### config.mk
export PLATFORM = sky130hd
export DESIGN_NAME = lc3_alu_sequencer
export DESIGN_NICKNAME = d
export VERILOG_FILES = /design/src/rtl/lc3_alu_sequencer.sv
export SDC_FILE = /design/constraint.sdc
export NUM_CORES = 1
export LEC_CHECK = 0
export BUFFER_PORTS_ARGS = -buffer_cell sky130_fd_sc_hd__buf_2
export CAP_MARGIN = 30
export CORE_UTILIZATION = 40
export DETAILED_ROUTE_END_ITERATION = 7
export GPL_ROUTABILITY_DRIVEN = 0
export PLACE_DENSITY = 0.72
export SLEW_MARGIN = 10
export SYNTH_ARGS = -nofsm -noshare
export SYNTH_HDL_FRONTEND = slang
export SYNTH_SLANG_ARGS = --single-unit
### constraint.sdc
create_clock -name clk -period 3.6 [get_ports clk]
set_clock_uncertainty 0.15 [all_clocks]
set_input_delay 0.36 -clock clk [delete_from_list [all_inputs] [get_ports clk]]
set_output_delay 0.36 -clock clk [all_outputs]
set_load 0.05 [all_outputs]
### src/rtl/lc3_alu_sequencer.sv
// Multi-cycle controller sequencing the LC-3 ALU datapath for ADD/AND/NOT.
// Handshakes one instruction, reads operands, runs the ALU, writes back and updates NZP.
module lc3_alu_sequencer #(
    parameter logic [2:0]  NZP_RESET = 3'b010,
    parameter int unsigned ALU_WAIT  = 0
) (
    input  logic        clk,
    input  logic        rst,
    input  logic        instr_valid,
    output logic        instr_ready,
    input  logic [15:0] instr,
    output logic [2:0]  rf_sr1,
    output logic [2:0]  rf_sr2,
    input  logic [15:0] rf_ra,
    input  logic [15:0] rf_rb,
    output logic [1:0]  alu_control,
    output logic [5:0]  alu_ir,
    output logic [15:0] alu_ra,
    output logic [15:0] alu_rb,
    input  logic [15:0] alu_out,
    output logic        rf_we,
    output logic [2:0]  rf_dr,
    output logic [15:0] rf_wdata,
    output logic [2:0]  nzp,
    output logic        done,
    output logic        illegal
);

    typedef enum logic [2:0] {IDLE, DECODE, READ, EXEC, WRITE} state_t;

    localparam logic [3:0] WAIT_INIT = 4'(ALU_WAIT);

    state_t      state_q, state_d;
    logic [15:0] ir_q, ir_d;
    logic [15:0] ra_q, ra_d;
    logic [15:0] rb_q, rb_d;
    logic [15:0] result_q, result_d;
    logic [3:0]  wait_q, wait_d;
    logic [2:0]  nzp_q, nzp_d;
    logic [3:0]  opcode;
    logic        legal;

    assign opcode = ir_q[15:12];
    assign legal  = (opcode == 4'b0001) || (opcode == 4'b0101) || (opcode == 4'b1001);

    assign rf_sr1   = ir_q[8:6];
    assign rf_sr2   = ir_q[2:0];
    assign rf_dr    = ir_q[11:9];
    assign rf_wdata = result_q;
    assign alu_ra   = ra_q;
    assign alu_rb   = rb_q;
    assign nzp      = nzp_q;

    always_ff @(posedge clk) begin
        if (rst) begin
            state_q  <= IDLE;
            ir_q     <= '0;
            ra_q     <= '0;
            rb_q     <= '0;
            result_q <= '0;
            wait_q   <= '0;
            nzp_q    <= NZP_RESET;
        end else begin
            state_q  <= state_d;
            ir_q     <= ir_d;
            ra_q     <= ra_d;
            rb_q     <= rb_d;
            result_q <= result_d;
            wait_q   <= wait_d;
            nzp_q    <= nzp_d;
        end
    end

    always_comb begin
        state_d     = state_q;
        ir_d        = ir_q;
        ra_d        = ra_q;
        rb_d        = rb_q;
        result_d    = result_q;
        wait_d      = wait_q;
        nzp_d       = nzp_q;
        instr_ready = 1'b0;
        alu_control = 2'b00;
        alu_ir      = '0;
        rf_we       = 1'b0;
        done        = 1'b0;
        illegal     = 1'b0;

        case (state_q)
            IDLE: begin
                instr_ready = 1'b1;
                if (instr_valid) begin
                    ir_d    = instr;
                    state_d = DECODE;
                end
            end
            DECODE: begin
                if (legal) begin
                    state_d = READ;
                end else begin
                    illegal = 1'b1;
                    done    = 1'b1;
                    state_d = IDLE;
                end
            end
            READ: begin
                ra_d    = rf_ra;
                rb_d    = rf_rb;
                wait_d  = WAIT_INIT;
                state_d = EXEC;
            end
            EXEC: begin
                // Only legal opcodes reach EXEC, so anything not ADD/AND is NOT.
                case (opcode)
                    4'b0001: alu_control = 2'b01;
                    4'b0101: alu_control = 2'b10;
                    default: alu_control = 2'b11;
                endcase
                alu_ir = ir_q[5:0];
                if (wait_q == 4'd0) begin
                    result_d = alu_out;
                    state_d  = WRITE;
                end else begin
                    wait_d = wait_q - 4'd1;
                end
            end
            WRITE: begin
                rf_we = 1'b1;
                done  = 1'b1;
                if (result_q[15])           nzp_d = 3'b100;
                else if (result_q == 16'h0) nzp_d = 3'b010;
                else                        nzp_d = 3'b001;
                state_d = IDLE;
            end
            default: state_d = IDLE;
        endcase
    end

endmodule

==> run metrics <==
status complete, no violations; Rel. slew slack 0.395; Hold Path Class primary input to register; post-synthesis sequential area ratio 0.485; Worst Hold Path Cells 3; clk_lat worst skew approximately 0.33 ns; wire per inst roughly 13 um; nets@finish 560; most frequent cells in the layout buf_2 (138), nand2_1 (98), dfxtp_1 (74); commonest non-fill, non-tap cell in the layout buf_2; number of setup buffers added after CTS 0; Sink Count 74; Pre-antenna DRT Iters 4; P per Cell Area between 400 and 500 nW/um^2; syn_nets 446; unrepaired setup endpoints after global routing false; ANT cells 0; final worst path period need about 2.8 ns; clock buffer count from CTS 9; Layout Cells excl Fill around 590; Initial Util 0.417; hold_buf cts 0; CP Class register to output pin; root buffer cell clkbuf_8; Die X 89.4 um; DIE HEIGHT 89.4 um; DRC 0; Seq cells post-synth 74; synthesized instance count 377; die footprint 7990 sq um; cells on worst reg2reg path 3; Finish-stage setup viols 0; largest net degree at the start of global routing 45; row cnt 31; CTS tree yes; Reg-to-Reg Start state_q[1]; yosys warns 0; DRT iter0 DRCs roughly 150; Hold Crit Start rf_rb[4]; Post-DP HPWL about 5400 um; share of post-route cells with drive strength above 1 0.318; CP arrival ~2.3 ns; # IOs 139; clk slew on worst S/H paths about 0.070 ns; setup TNS 0 ns; H-tree levels 3; worst path required time 3.09 ns; Hold Path Sink alu_rb[4]; port bufs between 100 and 150; Slew @ Worst Pin 0.903 ns; period utilization 0.769; Static Leak roughly 0.0017 uW; Placed Cells about 580; vias in the first global route between 2k and 3k; worst reg2reg setup slack 1.43 ns; CP max stage cell and3b_1; maximum fanout along the worst path 23; Max Freq 361 MHz; gr usage total 0.187; maxcap violations 0; CP Cell Sequence and3b_1 -> and2_1 -> buf_2; CTS max path bufs 2; initial antenna violation count 0; Netlist cell types 35; core area 7330 sq um; first-pass GRT wire length 11400 um; RR Endpoint wait_q[1]; post-CTS resize count 0; Max IR drop VDD 0.179 mV; Post-Route WL 7770 um; final hold violation count 0; Post-DRT Antenna Nets 0; count of final max-slew check failures 0; CP Capture Type output pin; gr ovfl total 0; Vias/cell a little under 5; mapped cell area between 3000 and 4000 sq um; DR vias 2945; critical path's largest stage delay 0.79 ns; Layout area overhead 25.5%; crit start category register; Syn Area/Cell slightly above 8 sq um
## how the worst max path moves through the flow
| stage | slack (ns) | end | from |
|---|---|---|---|
| 3_3_place_gp | 1.26 | alu_ir[5] | state_q[0] |
| 6_report | 0.83 | alu_ir[1] | state_q[1] |
| 2_1_floorplan | 1.40 | illegal | state_q[0] |
| 3_5_place_dp | 1.16 | alu_ir[1] | state_q[1] |
| 4_1_cts | 0.78 | alu_ir[1] | state_q[1] |
| 5_1_grt | 0.69 | alu_control[1] | state_q[0] |
## layout make-up
| cell class | instances | area (sq um) |
|---|---|---|
| fillers | 729 | 3500 |
| flip-flops and latches | 74 | 1480 |
| multi-input cells | 259 | 1310 |
| repair buffers | 142 | 741 |
| clock buffers | 13 | 159 |
| well taps | 99 | 124 |
| inverters | 5 | 18.8 |
## power by group
part           total (uW)  switching (uW)  internal, uW  leakage (uW)
Clock                 551             273           278     0.0000815
Sequential            843            10.2           832      0.000599
Combinational         142            91.6          50.5       0.00102
Total                1540             375          1160       0.00170
## cell families after synthesis
family,Yosys count,share of synthesized area
AO/OA/AOI/OAI,94,0.160
adder cells (fa/ha/maj),2,0.00819
flip-flops,74,0.485
AND/OR/NAND/NOR,161,0.254
multiplexers,2,0.00655
buffers and inverters,44,0.0860
## through the flow
step	utilization	power, uW	cell area, sq um	worst slack [ns]	hold slack [ns]
6_report	0.523	1540	3830	0.832	0.115
4_1_cts	0.522	1560	3830	0.783	0.0894
3_5_place_dp	0.500	1000	3670	1.16	0.296
5_1_grt	0.523	1600	3830	0.691	0.101
3_3_place_gp	0.497	1000	3640	1.26	0.288
2_1_floorplan	-	958	3060	1.40	0.281
## layer usage
layer	up-vias	share of wire	track usage
met3	6	0.051	0.0434
met1	1364	0.44	0.229
li1	1490	-	-
met2	85	0.50	0.314
met5	-	0	0
met4	0	0.0090	0.0837
## worst max-delay path: cells and delay by family, from the launching register on
family	cells	cell delay, ns
simple gates	2	1.03
flops	1	0.64
buf+inv	1	0.26
## state kept, by name, indices dropped and copies added (netlist names)
| signal | count |
|---|---|
| nzp | 3 |
| alu_ra | 16 |
| state_q | 3 |
| alu_rb | 16 |
| wait_q | 4 |
| rf_wdata | 16 |
| ir_q | 16 |
## Yosys cell counts
master | instances | area (sq um)
nor4b_4 | 1 | 23.8
nor4_1 | 5 | 31.3
buf_2 | 11 | 55.1
o211ai_1 | 1 | 7.51
o21a_1 | 1 | 7.51
nor2_1 | 4 | 15.0
nor3_1 | 8 | 40.0
and3b_1 | 1 | 8.76
buf_4 | 10 | 75.1
nand4_1 | 1 | 6.26
nor3b_2 | 1 | 12.5
nand3b_1 | 1 | 7.51
nor3b_4 | 1 | 18.8
o21ai_0 | 17 | 85.1
dfxtp_1 | 74 | 1480
or3_1 | 4 | 25.0
clkbuf_1 | 11 | 41.3
nand2b_1 | 4 | 25.0
a2bb2oi_1 | 1 | 8.76
or4b_1 | 1 | 10.0
and2_1 | 7 | 43.8
or3b_1 | 3 | 26.3
mux2i_1 | 2 | 20.0
o31ai_1 | 1 | 7.51
a32o_1 | 1 | 10.0
nand3_1 | 19 | 95.1
nor3b_1 | 1 | 7.51
o21bai_1 | 1 | 7.51
buf_6 | 6 | 67.6
inv_1 | 5 | 18.8
and4bb_2 | 1 | 12.5
a21oi_1 | 71 | 355
ha_1 | 2 | 25.0
clkbuf_2 | 1 | 5.00
nand2_1 | 98 | 368
No activity file was read; power rests on OpenSTA's default activity.
